**config.mk**
```make
export PLATFORM = sky130hd
export DESIGN_NAME = latch_sequencer
export DESIGN_NICKNAME = d
export VERILOG_FILES = /design/src/rtl/ls_pkg.sv /design/src/rtl/ls_arrival_stamp.sv /design/src/rtl/latch_sequencer.sv
export SDC_FILE = /design/constraint.sdc
export NUM_CORES = 1
export LEC_CHECK = 0
export ABC_AREA = 1
export BUFFER_PORTS_ARGS = -buffer_cell sky130_fd_sc_hd__buf_4
export CORE_MARGIN = 4
export CORE_UTILIZATION = 57
export DETAILED_ROUTE_END_ITERATION = 8
export PLACE_DENSITY = 0.89
export SYNTH_ARGS = -nofsm -noshare
export SYNTH_HDL_FRONTEND = slang
export SYNTH_SLANG_ARGS = --single-unit
```
**constraint.sdc**
```tcl
create_clock -name LS_CLK -period 1.55 [get_ports LS_CLK]
set_input_delay 0.31 -clock LS_CLK [delete_from_list [all_inputs] [get_ports LS_CLK]]
set_output_delay 0.31 -clock LS_CLK [all_outputs]
set_load 0.005 [all_outputs]
```
**src/rtl/ls_pkg.sv**
```systemverilog
// Shared state encoding and default sizing for the latch sequencer.
package ls_pkg;

    typedef enum logic [2:0] {
        IDLE  = 3'd0,
        CLR   = 3'd1,
        ARMED = 3'd2,
        COUNT = 3'd3,
        DONE  = 3'd4
    } ls_state_e;

    localparam int CNT_W_DEF   = 8;
    localparam int MAX_CNT_DEF = 200;
    localparam int CLR_CYC_DEF = 2;

    localparam logic [CNT_W_DEF-1:0] STAMP_NONE = '1;

endpackage

```
**src/rtl/ls_arrival_stamp.sv**
```systemverilog
// Per-channel arrival stamp: records the spread counter on the first cycle the latch is seen set.
// Used only when LS_STAMP_EN is defined.
module ls_arrival_stamp #(
    parameter int W = 8
) (
    input  logic         clk,
    input  logic         rst,
    input  logic         clear,
    input  logic         load,
    input  logic         track,
    input  logic         q,
    input  logic [W-1:0] count,
    output logic [W-1:0] stamp
);

    logic seen;

    // A channel already set when counting starts is stamped 0; one never set stays all-ones.
    always_ff @(posedge clk) begin
        if (rst || clear) begin
            stamp <= '0;
            seen  <= 1'b0;
        end else if (load) begin
            seen  <= q;
            stamp <= q ? '0 : '1;
        end else if (track && q && !seen) begin
            seen  <= 1'b1;
            stamp <= count;
        end
    end

endmodule

```
**src/rtl/latch_sequencer.sv**
```systemverilog
// Latch network controller: clears/arms the network and measures first-to-all arrival spread.
// Define LS_STAMP_EN to add per-channel arrival stamps on LS_STAMP.
module latch_sequencer
    import ls_pkg::*;
#(
    parameter int CNT_W   = CNT_W_DEF,
    parameter int MAX_CNT = MAX_CNT_DEF,
    parameter int CLR_CYC = CLR_CYC_DEF
) (
    input  logic             LS_CLK,
    input  logic             LS_RST,
    input  logic             LS_START,
    input  logic [3:0]       LS_LN_Q,
    input  logic             LS_LN_CNT_EN,
    input  logic             LS_LN_DIN_ALL,
    output logic             LS_LN_R,
    output logic             LS_BUSY,
    output logic             LS_DONE,
    output logic             LS_TIMEOUT,
    output logic [CNT_W-1:0] LS_COUNT,
    output logic [3:0]       LS_FIRST
`ifdef LS_STAMP_EN
    ,
    output logic [4*CNT_W-1:0] LS_STAMP
`endif
);

    localparam logic [CNT_W-1:0] ONE      = CNT_W'(1);
    localparam logic [CNT_W-1:0] LIMIT    = CNT_W'(MAX_CNT);
    localparam logic [CNT_W-1:0] CLR_LAST = CNT_W'(CLR_CYC - 1);

    ls_state_e        state;
    logic [CNT_W-1:0] cnt;
    logic [CNT_W-1:0] clr_cnt;

    // Outputs are registered alongside the next state so they line up with the state they describe.
    always_ff @(posedge LS_CLK) begin
        if (LS_RST) begin
            state      <= IDLE;
            cnt        <= '0;
            clr_cnt    <= '0;
            LS_LN_R    <= 1'b0;
            LS_BUSY    <= 1'b0;
            LS_DONE    <= 1'b0;
            LS_TIMEOUT <= 1'b0;
            LS_COUNT   <= '0;
            LS_FIRST   <= '0;
        end else begin
            case (state)
                IDLE: begin
                    if (LS_START) begin
                        state      <= CLR;
                        clr_cnt    <= '0;
                        LS_LN_R    <= 1'b1;
                        LS_BUSY    <= 1'b1;
                        LS_TIMEOUT <= 1'b0;
                        LS_COUNT   <= '0;
                        LS_FIRST   <= '0;
                    end
                end
                CLR: begin
                    if (clr_cnt == CLR_LAST) begin
                        state   <= ARMED;
                        cnt     <= '0;
                        LS_LN_R <= 1'b0;
                    end else begin
                        clr_cnt <= clr_cnt + ONE;
                    end
                end
                ARMED: begin
                    if (LS_LN_DIN_ALL) begin
                        state    <= DONE;
                        LS_DONE  <= 1'b1;
                        LS_LN_R  <= 1'b1;
                        LS_COUNT <= '0;
                        LS_FIRST <= LS_LN_Q;
                    end else if (LS_LN_CNT_EN) begin
                        state    <= COUNT;
                        cnt      <= ONE;
                        LS_FIRST <= LS_LN_Q;
                    end else if (cnt == LIMIT) begin
                        state      <= DONE;
                        LS_DONE    <= 1'b1;
                        LS_LN_R    <= 1'b1;
                        LS_TIMEOUT <= 1'b1;
                        LS_COUNT   <= '0;
                        LS_FIRST   <= '0;
                    end else begin
                        cnt <= cnt + ONE;
                    end
                end
                COUNT: begin
                    // All-set beats the limit when both land in the same cycle.
                    if (LS_LN_DIN_ALL) begin
                        state    <= DONE;
                        LS_DONE  <= 1'b1;
                        LS_LN_R  <= 1'b1;
                        LS_COUNT <= cnt;
                    end else if (cnt == LIMIT) begin
                        state      <= DONE;
                        LS_DONE    <= 1'b1;
                        LS_LN_R    <= 1'b1;
                        LS_TIMEOUT <= 1'b1;
                        LS_COUNT   <= LIMIT;
                    end else begin
                        cnt <= cnt + ONE;
                    end
                end
                DONE: begin
                    state   <= IDLE;
                    LS_DONE <= 1'b0;
                    LS_LN_R <= 1'b0;
                    LS_BUSY <= 1'b0;
                end
                default: begin
                    state   <= IDLE;
                    LS_DONE <= 1'b0;
                    LS_LN_R <= 1'b0;
                    LS_BUSY <= 1'b0;
                end
            endcase
        end
    end

`ifdef LS_STAMP_EN
    logic stamp_clear;
    logic stamp_load;
    logic stamp_track;

    assign stamp_clear = (state == IDLE) && LS_START;
    assign stamp_load  = (state == ARMED) && !LS_LN_DIN_ALL && LS_LN_CNT_EN;
    assign stamp_track = (state == COUNT);

    for (genvar i = 0; i < 4; i++) begin : g_stamp
        ls_arrival_stamp #(
            .W(CNT_W)
        ) u_stamp (
            .clk  (LS_CLK),
            .rst  (LS_RST),
            .clear(stamp_clear),
            .load (stamp_load),
            .track(stamp_track),
            .q    (LS_LN_Q[i]),
            .count(cnt),
            .stamp(LS_STAMP[i*CNT_W +: CNT_W])
        );
    end
`endif

endmodule

```
**After elaboration in Yosys (flattened, before gate mapping)**

Index checks and enable logic that the tools add are counted.

- Reductions and logical operators: 16
- Bitwise operators: 2
- $add $sub $neg: 2
- Equal/unequal tests: 15
- Mux-type cells: 46

Operators by type and width:

| cell | count |
|---|---|
| $mux 8 | 12 |
| $pmux 8 s3 | 2 |
| $mux 3 | 6 |
| $add 8x1->8 const B | 2 |
| $mux 4 | 4 |
| $pmux 8 s2 | 1 |
| $mux 1 | 15 |
| $ne 2x2->1 const B | 6 |
| $pmux 3 s4 | 1 |
| $reduce_and 5->1 | 2 |
| $ne 3x3->1 const B | 3 |
| $reduce_and 3->1 | 3 |
| $eq 8x1->1 const B | 1 |
| $eq 8x8->1 const B | 1 |
| $pmux 4 s2 | 1 |
| $eq 3x2->1 const B | 2 |
| $pmux 1 s3 | 2 |
| $reduce_and 2->1 | 3 |
| $reduce_bool 3->1 | 2 |
| $ne 4x4->1 const B | 1 |
| $pmux 1 s4 | 1 |
| $reduce_and 4->1 | 1 |
| $reduce_bool 2->1 | 2 |
| $eq 3x1->1 const B | 1 |
| 5 further kinds | 6 |

- Output and inout bits: 16
- Bits in registers: 35

**Logic depth before layout (Yosys ltp)**

- Depth after elaboration: 5
- Mapped depth: 10

**Least setup slack after synthesis**

Ideal clock, no wire load.

- Path type: register to register
- Start: register cnt[0]
- End: register LS_COUNT[0]
- Path buffers: 0
- Setup slack: 0.141 ns
- Cell stages (with the launch flop): 10
- Data arrival time: 1.276 ns
- Required time: 1.418 ns
- Path through: dfxtp_1 > inv_1 > ha_1 > inv_1 > nor2_1 > nand3_2 > nand2_2 > nand2_2 > nand2_1 > a21oi_1

- Word-level cells in the longest chain between the ends: 3
- Elaborated cells between the ends (all ways): 6
- Classes of those cells: eq/ne: 3; mux: 2; reduce/logical: 1

Ends and longest elaborated chain:

| item | RTL line | RTL |
|---|---|---|
| start: declaration | latch_sequencer.sv:33 | `logic [CNT_W-1:0] cnt;` |
| start signal: assignment | latch_sequencer.sv:89 | `cnt <= cnt + ONE;` |
| start signal: assignment | latch_sequencer.sv:106 | `cnt <= cnt + ONE;` |
| $eq 8x8->1 | latch_sequencer.sv:81, latch_sequencer.sv:99 |  |
| $ne 3x3->1 (no source line) | - |  |
| $reduce_and 5->1 (no source line) | - |  |
| end signal: assignment | latch_sequencer.sv:98 | `LS_COUNT <= cnt;` |
| end: declaration | latch_sequencer.sv:20 | `output logic [CNT_W-1:0] LS_COUNT,` |

Several ways; a longest one is shown, not always the timed one.
A chain may end at the register's enable or synchronous reset.

**Worst setup path after layout**

- Start: register clr_cnt[1]
- End: register cnt[1]

- Word-level cells in the longest chain between the ends: 3

Ends and longest elaborated chain:

| item | RTL line | RTL |
|---|---|---|
| start: declaration | latch_sequencer.sv:34 | `logic [CNT_W-1:0] clr_cnt;` |
| start signal: assignment | latch_sequencer.sv:67 | `clr_cnt <= clr_cnt + ONE;` |
| $eq 8x1->1 | latch_sequencer.sv:62 | `if (clr_cnt == CLR_LAST) begin` |
| $ne 2x2->1 (no source line) | - |  |
| $reduce_and 4->1 (no source line) | - |  |

No other way between the ends.

==> impl_metrics.csv <==
group,metric,value,unit
setup_path,worstSetupEndpointType,"register",
final_layout,final_util,76.8,%
placed_design,dp.cells,377,
setup_path,rr_worst_depth,9,
synthesis,synthXorXnorAreaFrac,1.85,%
die,die_x,65.7,µm
sta,slew_headroom,74.2,%
placed_design,pre_cts_ws,-0.0158,ns
die,dieArea,0.00431,mm²
final_layout,layout_common_cells,"nand2_1 (83), buf_4 (48), inv_1 (36)",
sta,fin_crit,1.60,ns
outcome,violations,"negative setup slack",
final_layout,fillers,237,
global_route,antenna_found_initial,0,
routing,drc,0,
final_layout,nNetsFinal,357,
placed_design,io_buffers,24,
synthesis,syn_nets,307,
clock_network,cts_root_buffer,"clkbuf_4",
die,rows,20,
global_route,grt_max_degree,17,
synthesis,yosys_warnings,0,
clock_network,cts.path.max_buffers,2,
synthesis,syn_avg_cell_area,6.44,µm²
synthesis,ys_top_cells_by_area,"dfxtp_1 (37%), nand2_1 (17%), a21oi_1 (9.0%), inv_1 (7.3%), nand3_1 (6.6%)",
hold_path,hold_path_depth,3,
sta,fin_skew,0.0114,ns
clock_network,cts_sinks,35,
global_route,track_usage,26.0,%
routing,dr_total_vias,2142,
die,start_util,60.6,%
sta,final_hold_viol_count,0,
power_and_ir_drop,p_leak,1.11,nW
clock_network,cts_buffers,5,
clock_network,htree_num_levels,2,
hold_path,hold_class,"in2reg",
synthesis,ys_seq_area_share,37.0,%
routing,first_pass_iters,7,
synthesis,ys_types,25,
routing,routed_via_density,5.51,
setup_path,cp-start-kind,"register",
synthesis,netlist.top_cell.by_area,"dfxtp_1",
outcome,outcome,"finished with violations",
final_layout,fin_cells,389,
routing,ant_nets,0,
final_layout,antenna_cells,0,
setup_path,r2r_setup_slack,-0.05,ns
clock_network,cts_tree,"built",
setup_path,r2r-end,"cnt[1]",
synthesis,yosysTopAreaCellShare,37.0,%
synthesis,synth_fa_ha_area_share,2.64,%
setup_path,r2r_start,"clr_cnt[1]",
hold_path,hold_path_end,"LS_FIRST[1]",
synthesis,netlist_area,0.00189,mm²
global_route,grt_pass1_vias,1910,
synthesis,synth_compound_area_share,12.8,%
synthesis,synth_top_family_by_area,"simple AND/OR/NAND/NOR gates",
clock_network,clkLatencyLatePin,0.35,ns
synthesis,netlist_instances,294,
synthesis,synthSimpleGateAreaFrac,36.9,%
sta,grt_setup_unrepaired,"yes",
flow_run,cap_viol_max_count,0,
sta,period_share,103,%
routing,drt-wirelength-per-cell,13.8,µm
final_layout,final_common_cell,"nand2_1",
die,core-area,0.00313,mm²
synthesis,synth-seq-cells,35,
setup_path,worstPathRequired,1.80,ns
placed_design,dp_hpwl,3.73,mm
die,die_y,65.7,µm
placed_design,place_congestion,0.914,
sta,maxSlewViolCount,0,
sta,timing.fmax,0.626,GHz
final_layout,drive_gt1_share,22.9,%
global_route,grt.overflow.total,0,
final_layout,area_growth,26.8,%
setup_path,worst-setup-path-type,"reg2reg",
global_route,grt_first_pass_wirelength,8.51,mm
sta,tightest_slew,0.382,ns
setup_path,crit_arrival,1.85,ns
hold_path,min-delay-start,"LS_LN_Q[1]",
routing,drt-initial-drc-count,239,
sta,setup_viol,3,
routing,drt_wl_total,5.39,mm
clock_network,clk_pin_slew,0.10,ns
die,io_pins,25,
synthesis,synth_mux_area_share,0,%
sta,tns,-0.0738,ns
setup_path,cp_max_fo,4,
power_and_ir_drop,max-vdd-ir-drop,0.000792,V
power_and_ir_drop,p_per_area,1230,mW/mm²
sta,setup_slack,-0.0477,ns
sta,whs,0.217,ns
## power by group
group / total [W] / internal (W) / switching (W)
combinational: 0.00139 / 0.000510 / 0.000884
clock: 0.000490 / 0.000177 / 0.000313
sequential: 0.00107 / 0.000994 / 0.0000720
total: 0.00295 / 0.00168 / 0.00127
## Yosys cell counts
master and number:
or2_0 1, inv_1 37, clkbuf_2 1, nand2_4 1
a31oi_1 1, xor2_1 3, dfxtp_1 35, nand3_2 3
o21bai_1 1, o21ai_1 1, nor2_2 1, a31o_2 1
xnor2_1 1, nor2_1 33, clkbuf_1 3, nand2_1 84
nand2_2 3, a21oi_1 34, nand3_1 25, buf_2 1
nand4_1 8, inv_2 2, ha_1 4, o21ai_0 9
nor2_4 1
## repair_timing
action,4_1_cts,5_1_grt
buffers inserted,2,2
resized for setup,2,20
endpoints found under the setup margin,9,26
hold buffers,0,0
pin swaps,1,5
## critical path, stage by stage (launching register included)
cell and delay, ns:
dfxtp_1 0.35, inv_1 0.06, ha_1 0.13, nand2_1 0.07
o21ai_0 0.35, nand2_1 0.10, nor2_1 0.19, o21ai_0 0.14
nand2_1 0.08, nor2_1 0.04
## kinds of logic (layout without fill, tap and decap cells)
| family | count (synthesis) | after routing |
|---|---|---|
| xor gates and xnor gates | 4 | 4 |
| AOI/OAI and AO/OA | 47 | 47 |
| adders and majority gates | 4 | 4 |
| and+or+nand+nor | 160 | 160 |
| DFF | 35 | 35 |
| buffers and inverters | 44 | 95 |
## per-layer routing
layer	part of all wire, %	up-vias	track usage (%)
met5	0	-	0
li1	-	1047	-
met3	11	17	6.67
met1	41	943	33.8
met2	46	135	40.4
met4	2.7	0	10.9
## cell type report
type                       instances  area [µm²]  area share, %
multi-input combinational        215        1080           45.2
sequential                        35         706           29.4
timing repair buffer              48         360           15.0
inverter                          39         146           6.09
tap                               44        55.1           2.29
clock buffer                       7        45.0           1.88
clock inverter                     1        5.00          0.208
## per-stage QoR
step / cell area [µm²] / power [W]
2_1_floorplan: 1890 / 0.00183
3_3_place_gp: 2260 / 0.00224
3_5_place_dp: 2260 / 0.00229
4_1_cts: 2330 / 0.00278
5_1_grt: 2400 / 0.00312
6_report: 2400 / 0.00295
## registers in the layout (all words and copies together) (netlist names)
signal / count
LS_BUSY: 1
LS_COUNT: 8
LS_DONE: 1
LS_FIRST: 4
LS_LN_R: 1
LS_TIMEOUT: 1
clr_cnt: 8
cnt: 8
state: 3
## worst max path at each step
stage | start | end | slack, ns | cells past startpoint
2_1_floorplan | cnt[0] | LS_COUNT[0] | 0.14 | 9
3_3_place_gp | cnt[0] | LS_COUNT[3] | 0.08 | 9
3_5_place_dp | cnt[1] | LS_COUNT[2] | -0.02 | 9
4_1_cts | state[0] | LS_COUNT[2] | 0.0005 | 10
5_1_grt | clr_cnt[1] | cnt[1] | -0.11 | 9
6_report | clr_cnt[1] | cnt[1] | -0.05 | 9
Note: power is estimated with default switching activity, not from simulation.
